**src/rtl/pwm_capture_if.sv**
```systemverilog
// Result bundle of pwm_capture: measurement, timeout status and optional duty percentage.
// The capture block drives it through the master modport; consumers use slave.
interface pwm_capture_if #(
  parameter int CNT_W = 21
);
  logic [CNT_W-1:0] period;
  logic [CNT_W-1:0] high_time;
  logic             meas_valid;
  logic             timeout;
  logic             stuck_level;
  logic [6:0]       duty_pct;
  logic             pct_valid;

  modport master (output period, high_time, meas_valid, timeout, stuck_level, duty_pct, pct_valid);
  modport slave  (input  period, high_time, meas_valid, timeout, stuck_level, duty_pct, pct_valid);
endinterface

```
**src/rtl/pwm_capture.sv**
```systemverilog
// PWM input capture: measures period/high time in clk cycles and flags stuck inputs by timeout.
// Optional duty-percent divider is built when PWM_CAPTURE_DUTY_PCT_EN is defined.
module pwm_capture #(
  parameter int CNT_W       = 21,
  parameter int TIMEOUT     = 2_000_000,
  parameter int SYNC_STAGES = 2
) (
  input  logic          clk,
  input  logic          reset_n,
  input  logic          enable,
  input  logic          pwm_in,
  pwm_capture_if.master res
);
  typedef enum logic [1:0] {IDLE, ARM, MEAS_HIGH, MEAS_LOW} state_e;

  localparam logic [CNT_W-1:0] TO_CNT = CNT_W'(TIMEOUT);
  localparam logic [CNT_W-1:0] ONE    = CNT_W'(1);

  state_e                 state_q, state_d;
  logic [SYNC_STAGES-1:0] sync_q, sync_d;
  logic                   s_d_q, s_d_d;
  logic [CNT_W-1:0]       cnt_q, cnt_d;
  logic [CNT_W-1:0]       high_reg_q, high_reg_d;
  logic [CNT_W-1:0]       period_q, period_d;
  logic [CNT_W-1:0]       high_time_q, high_time_d;
  logic                   meas_valid_q, meas_valid_d;
  logic                   timeout_q, timeout_d;
  logic                   stuck_q, stuck_d;
  logic                   s, rise, fall, to_hit, do_to, do_res;

  assign s      = sync_q[SYNC_STAGES-1];
  assign rise   = s & ~s_d_q;
  assign fall   = ~s & s_d_q;
  assign to_hit = (cnt_q == TO_CNT);

  always_comb begin
    sync_d       = {sync_q[SYNC_STAGES-2:0], pwm_in};
    s_d_d        = s;
    state_d      = state_q;
    cnt_d        = cnt_q + ONE;
    high_reg_d   = high_reg_q;
    period_d     = period_q;
    high_time_d  = high_time_q;
    meas_valid_d = 1'b0;
    timeout_d    = timeout_q;
    stuck_d      = stuck_q;
    do_to        = 1'b0;
    do_res       = 1'b0;
    if (!enable) begin
      state_d = IDLE;
      cnt_d   = '0;
    end else begin
      case (state_q)
        IDLE: begin
          cnt_d   = '0;
          state_d = ARM;
        end
        ARM: begin
          if (rise) begin
            cnt_d   = ONE;
            state_d = MEAS_HIGH;
          end else if (to_hit) begin
            do_to = 1'b1;
          end
        end
        MEAS_HIGH: begin
          // a fall on the timeout cycle still completes the high phase
          if (fall) begin
            high_reg_d = cnt_q;
            state_d    = MEAS_LOW;
          end else if (to_hit) begin
            do_to = 1'b1;
          end
        end
        MEAS_LOW: begin
          if (rise) begin
            do_res  = 1'b1;
            cnt_d   = ONE;
            state_d = MEAS_HIGH;
          end else if (to_hit) begin
            do_to = 1'b1;
          end
        end
        default: state_d = IDLE;
      endcase
    end
    if (do_res) begin
      period_d     = cnt_q;
      high_time_d  = high_reg_q;
      meas_valid_d = 1'b1;
      timeout_d    = 1'b0;
    end
    if (do_to) begin
      period_d     = '0;
      high_time_d  = '0;
      meas_valid_d = 1'b1;
      timeout_d    = 1'b1;
      stuck_d      = s;
      cnt_d        = '0;
      state_d      = ARM;
    end
  end

  always_ff @(posedge clk or negedge reset_n) begin
    if (!reset_n) begin
      state_q      <= IDLE;
      sync_q       <= '0;
      s_d_q        <= 1'b0;
      cnt_q        <= '0;
      high_reg_q   <= '0;
      period_q     <= '0;
      high_time_q  <= '0;
      meas_valid_q <= 1'b0;
      timeout_q    <= 1'b0;
      stuck_q      <= 1'b0;
    end else begin
      state_q      <= state_d;
      sync_q       <= sync_d;
      s_d_q        <= s_d_d;
      cnt_q        <= cnt_d;
      high_reg_q   <= high_reg_d;
      period_q     <= period_d;
      high_time_q  <= high_time_d;
      meas_valid_q <= meas_valid_d;
      timeout_q    <= timeout_d;
      stuck_q      <= stuck_d;
    end
  end

  assign res.period      = period_q;
  assign res.high_time   = high_time_q;
  assign res.meas_valid  = meas_valid_q;
  assign res.timeout     = timeout_q;
  assign res.stuck_level = stuck_q;

`ifdef PWM_CAPTURE_DUTY_PCT_EN
  // Restoring divider: div_num_q shifts the dividend out the top and the quotient in the bottom.
  localparam int NW     = CNT_W + 7;
  localparam int STEP_W = $clog2(NW + 1);

  logic              div_busy_q, div_busy_d;
  logic [STEP_W-1:0] div_step_q, div_step_d;
  logic [NW-1:0]     div_num_q, div_num_d, num_nx;
  logic [CNT_W:0]    div_rem_q, div_rem_d, rem_sh, rem_nx;
  logic [CNT_W-1:0]  div_den_q, div_den_d;
  logic [6:0]        duty_q, duty_d;
  logic              pct_valid_q, pct_valid_d;
  logic              ge;

  always_comb begin
    rem_sh      = {div_rem_q[CNT_W-1:0], div_num_q[NW-1]};
    ge          = (rem_sh >= {1'b0, div_den_q});
    rem_nx      = ge ? (rem_sh - {1'b0, div_den_q}) : rem_sh;
    num_nx      = {div_num_q[NW-2:0], ge};
    div_busy_d  = div_busy_q;
    div_step_d  = div_step_q;
    div_num_d   = div_num_q;
    div_rem_d   = div_rem_q;
    div_den_d   = div_den_q;
    duty_d      = duty_q;
    pct_valid_d = 1'b0;
    if (do_to) begin
      duty_d      = s ? 7'd100 : 7'd0;
      pct_valid_d = 1'b1;
      div_busy_d  = 1'b0;
    end else if (do_res) begin
      div_busy_d = 1'b1;
      div_step_d = '0;
      div_num_d  = NW'(high_time_d) * NW'(100);
      div_rem_d  = '0;
      div_den_d  = period_d;
    end else if (div_busy_q) begin
      div_num_d  = num_nx;
      div_rem_d  = rem_nx;
      div_step_d = div_step_q + STEP_W'(1);
      if (div_step_q == STEP_W'(NW - 1)) begin
        div_busy_d  = 1'b0;
        duty_d      = num_nx[6:0];
        pct_valid_d = 1'b1;
      end
    end
  end

  always_ff @(posedge clk or negedge reset_n) begin
    if (!reset_n) begin
      div_busy_q  <= 1'b0;
      div_step_q  <= '0;
      div_num_q   <= '0;
      div_rem_q   <= '0;
      div_den_q   <= '0;
      duty_q      <= '0;
      pct_valid_q <= 1'b0;
    end else begin
      div_busy_q  <= div_busy_d;
      div_step_q  <= div_step_d;
      div_num_q   <= div_num_d;
      div_rem_q   <= div_rem_d;
      div_den_q   <= div_den_d;
      duty_q      <= duty_d;
      pct_valid_q <= pct_valid_d;
    end
  end

  assign res.duty_pct  = duty_q;
  assign res.pct_valid = pct_valid_q;
`else
  assign res.duty_pct  = 7'd0;
  assign res.pct_valid = 1'b0;
`endif
endmodule

```
**src/flat_wrapper.sv**
```systemverilog
// flat-port wrapper written by rule: the top's interface ports become plain ports
module pwm_capture_flat 
#(
  parameter int CNT_W       = 21,
  parameter int TIMEOUT     = 2_000_000,
  parameter int SYNC_STAGES = 2
)
  (clk, reset_n, enable, pwm_in, res_period, res_high_time, res_meas_valid, res_timeout, res_stuck_level, res_duty_pct, res_pct_valid);
  pwm_capture_if #(.CNT_W(CNT_W)) res_i ();
  input  logic clk;
  input  logic reset_n;
  input  logic enable;
  input  logic pwm_in;
  output wire logic [$bits(res_i.period)-1:0] res_period;
  output wire logic [$bits(res_i.high_time)-1:0] res_high_time;
  output wire logic [$bits(res_i.meas_valid)-1:0] res_meas_valid;
  output wire logic [$bits(res_i.timeout)-1:0] res_timeout;
  output wire logic [$bits(res_i.stuck_level)-1:0] res_stuck_level;
  output wire logic [$bits(res_i.duty_pct)-1:0] res_duty_pct;
  output wire logic [$bits(res_i.pct_valid)-1:0] res_pct_valid;
  assign res_period = res_i.period;
  assign res_high_time = res_i.high_time;
  assign res_meas_valid = res_i.meas_valid;
  assign res_timeout = res_i.timeout;
  assign res_stuck_level = res_i.stuck_level;
  assign res_duty_pct = res_i.duty_pct;
  assign res_pct_valid = res_i.pct_valid;
  pwm_capture #(.CNT_W(CNT_W), .TIMEOUT(TIMEOUT), .SYNC_STAGES(SYNC_STAGES)) u_core (.clk(clk), .reset_n(reset_n), .enable(enable), .pwm_in(pwm_in), .res(res_i));
endmodule
```
**config.mk**
```make
export PLATFORM = sky130hd
export DESIGN_NAME = pwm_capture_flat
export DESIGN_NICKNAME = d
export VERILOG_FILES = /design/src/rtl/pwm_capture_if.sv /design/src/rtl/pwm_capture.sv /design/src/flat_wrapper.sv
export SDC_FILE = /design/constraint.sdc
export NUM_CORES = 1
export LEC_CHECK = 0
export BUFFER_PORTS_ARGS = -buffer_cell sky130_fd_sc_hd__buf_2
export CORE_MARGIN = 2
export CORE_UTILIZATION = 46
export CTS_BUF_LIST = sky130_fd_sc_hd__clkbuf_8
export CTS_CLUSTER_DIAMETER = 60
export DETAILED_ROUTE_END_ITERATION = 16
export PLACE_DENSITY = 0.66
export SYNTH_ARGS = -nofsm -noshare
export SYNTH_HDL_FRONTEND = slang
export SYNTH_SLANG_ARGS = --single-unit
export TNS_END_PERCENT = 1
```
**constraint.sdc**
```tcl
create_clock -name clk -period 2.8 [get_ports clk]
set_input_delay 0.14 -clock clk [delete_from_list [all_inputs] [get_ports clk]]
set_output_delay 0.14 -clock clk [all_outputs]
set_load 0.01 [all_outputs]
```
==> flow_summary.rst <==
.. list-table::
   :header-rows: 1

   * - Metric
     - Value
   * - Clock period minus final worst setup slack
     - 2250 ps
   * - Number of I/O pins
     - 57
   * - Clock buffer depth
     - 2
   * - Core Box Area
     - 8680 sq um
   * - Post-route setup slack
     - 550 ps
   * - Fraction of the yosys area taken by sequential cells
     - 56.1%
   * - Number of DRC violations after detailed-routing iteration 0
     - 132
   * - Fraction of layout cells with a size suffix above 1
     - 29.5%
   * - # resized after CTS
     - 0
   * - Top fanout value on the critical path
     - 20
   * - Synth Flop Type
     - dfrtp_1
   * - Setup WS pre-CTS
     - 537 ps
   * - Hold Path Cell Cnt
     - 3
   * - Power Dens Cells
     - 490 nW/um^2
   * - Placer Congestion
     - 0.800
   * - Worst hold path type
     - input port to register
   * - Clock slew seen by the registers of the worst setup and hold paths
     - 90 ps
   * - Top achievable clock speed
     - 444 MHz
   * - Number of levels in the clock H-tree
     - 3
   * - Clock latency at the later pin of the worst-skew pair
     - 360 ps
   * - Die area
     - 9690 sq um
   * - Initial core utilization
     - 47.3%
   * - Clk_skew
     - 9.15 ps
   * - CTS tree
     - done
   * - Routed WL
     - 8.14 mm
   * - Detail-routed via count per cell
     - 5.22
   * - Share of the clock period used by the worst path after layout
     - 80.4%
   * - Pin count of the biggest net entering global routing
     - 59
   * - Finish-stage setup viols
     - 0
   * - Antenna violations before repair
     - 0
   * - Ant diodes
     - 0
   * - Gate count of the mapped netlist
     - 386
   * - Global-route congestion overflow total
     - 0
   * - Critical Path Source Type
     - register
   * - Number of nets in the final layout
     - 436
   * - Worst setup path class
     - register to register
   * - Max-cap viol count
     - 0
   * - Total track usage
     - 17.7%
   * - Standard-cell rows
     - 34
   * - Setup TNS
     - 0 ps
   * - Depth of the worst register-to-register path
     - 7
   * - Number of buffers added to fix hold violations after cts
     - 2
   * - Clock tree root buffer cell
     - clkbuf_8
   * - Setup repair after global routing missed its margin
     - false
   * - Remaining routing DRC violations
     - 0
   * - Count of warnings emitted by yosys
     - 0
   * - Area overhead of the layout relative to synthesis
     - 10.8%
   * - Lkg Pwr
     - 2.18 nW
   * - Routed vias
     - 2,831
   * - TritonRoute pass-1 iters
     - 4
   * - Crit. End Element
     - register
   * - Die Height
     - 98.4 um
   * - Number of synthesized flops with an enable pin
     - 0
   * - Antenna viol nets, final
     - 0
   * - Result of the run
     - complete, no violations
   * - Worst slew slack as a fraction of its limit
     - 51.3%
   * - Data required time of the critical path
     - 3040 ps
   * - Maximum vdd drop
     - 0.258 mV
   * - Tightest Pin Transition
     - 731 ps
   * - Mapped Avg Cell Area
     - 10.6 sq um
   * - Horizontal extent of the die
     - 98.4 um
   * - TritonCTS Buffers
     - 9
   * - Buffer count from post-CTS setup fixing
     - 0
   * - Data arrival time of the critical path
     - 2490 ps
   * - Final hold violation count
     - 0
   * - Port buffer count
     - 48
   * - Final-report max-slew violation count
     - 0
   * - Post-synthesis register bit count
     - 92
   * - Via count of the first global-routing pass
     - 2,863
   * - Post-Syn Area
     - 4100 sq um
   * - Number of distinct library cells after synthesis
     - 45
   * - Global-route wire length before repair
     - 13.9 mm
   * - CTS sink cnt
     - 92
   * - Routed wirelength normalized by instance count
     - 15.0 um
   * - Placed wire-length estimate after detailed placement
     - 5.53 mm
   * - Async S/R FF share, synth
     - 100%
-- report_power, final --
| part | total [W] | internal [W] | leakage [nW] | switching (W) |
|---|---|---|---|---|
| clock network | 0.000810 | 0.000327 | 0.0787 | 0.000484 |
| registers | 0.00135 | 0.00134 | 1.28 | 0.00000876 |
| logic | 0.0000735 | 0.0000205 | 0.824 | 0.0000530 |
| total | 0.00223 | 0.00168 | 2.18 | 0.000545 |
-- Yosys cell counts, drive strengths merged, types with 3 or more instances --
master	n	area (sq um)
a21oi	47	348
and3	5	31.3
buf	19	170
clkbuf	15	58.8
dfrtp	92	2300
inv	4	15.0
mux2	19	214
nand2	93	349
nand2b	3	18.8
nand3	8	40.0
nand4	6	50.0
nor2	17	63.8
o21ai	11	55.1
or3	5	31.3
or4	5	41.3
xnor2	3	26.3
xor2	9	78.8
-- cell families after synthesis --
kind of cell	after synthesis	share of synthesized area (%)
compound gates	65	11.2
xor+xnor	12	2.56
fa+ha+maj	2	0.610
buf+inv	38	5.95
flops	92	56.1
mux	19	5.22
other cells	1	0.0914
simple gates	157	18.2
-- worst paths after layout --
check / from / end / slack (ps)
max: u_core.cnt_q[0] / u_core.res.period[5] / 550
min: enable / u_core.state_q[1] / 70
max reg2reg: u_core.cnt_q[0] / u_core.res.period[5] / 550
max in group asynchronous: reset_n / u_core.res.high_time[11] / 1700
min in group asynchronous: reset_n / u_core.cnt_q[2] / 370
min reg2reg: u_core.sync_q[0] / u_core.sync_q[1] / 360
-- registers in the layout (all words and copies together) (netlist names) --
name and flops:
u_core.res.timeout 1, u_core.res.meas_valid 1, u_core.res.stuck_level 1, u_core.sync_q 2, u_core.res.period 21, u_core.s_d_q 1
u_core.state_q 2, u_core.res.high_time 21, u_core.cnt_q 21, u_core.high_reg_q 21
-- cells in the final DEF (no fill, tap or decap), drive strengths merged, types with 2 or more instances in the layout --
cell / n
clkinvlp: 3
nand2: 93
nand4: 6
conb: 8
or4: 5
dlygate4sd3: 2
nor2b: 2
clkbuf: 9
o31ai: 2
buf: 58
mux2: 19
nand2b: 3
inv: 7
or3: 5
xor2: 9
o21ai: 11
nor3: 2
xnor2: 3
ha: 2
and4: 2
nand3: 8
and3: 5
dfrtp: 92
nor4b: 2
a21oi: 47
nor2: 17
-- critical path: stages, from the launching register on --
cell	delay, ps
dfrtp_1	430
inv_1	120
ha_1	160
nand2b_1	50
or4_4	530
nor3_4	370
buf_4	370
a21oi_1	80
-- metal layers --
| metal | global-route usage [%] | vias to the layer above | share of wire [%] |
|---|---|---|---|
| met5 | 0 | - | 0 |
| met4 | 5.69 | 0 | 1.3 |
| met3 | 4.33 | 9 | 3.9 |
| met2 | 29.2 | 44 | 49 |
| met1 | 23.3 | 1413 | 46 |
| li1 | - | 1365 | - |
-- metrics by stage --
step	hold slack, ps	utilization (%)	area, sq um	cells	total power, W
global placement	243	50.2	4350	525	0.00144
detailed placement	250	50.2	4350	525	0.00145
floorplan	-156	-	4130	393	0.00141
global route	55.9	52.4	4550	542	0.00232
finish	65.4	52.4	4550	542	0.00223
CTS	45.8	52.4	4550	542	0.00225
-- cell type report --
type	instances	area (sq um)
inverter	4	15.0
sequential	92	2300
tap	108	135
fill	813	4130
multi-input combinational	263	1580
timing repair buffer	60	338
clock inverter	6	48.8
clock buffer	9	124
Power figures use the tool's default switching activity.
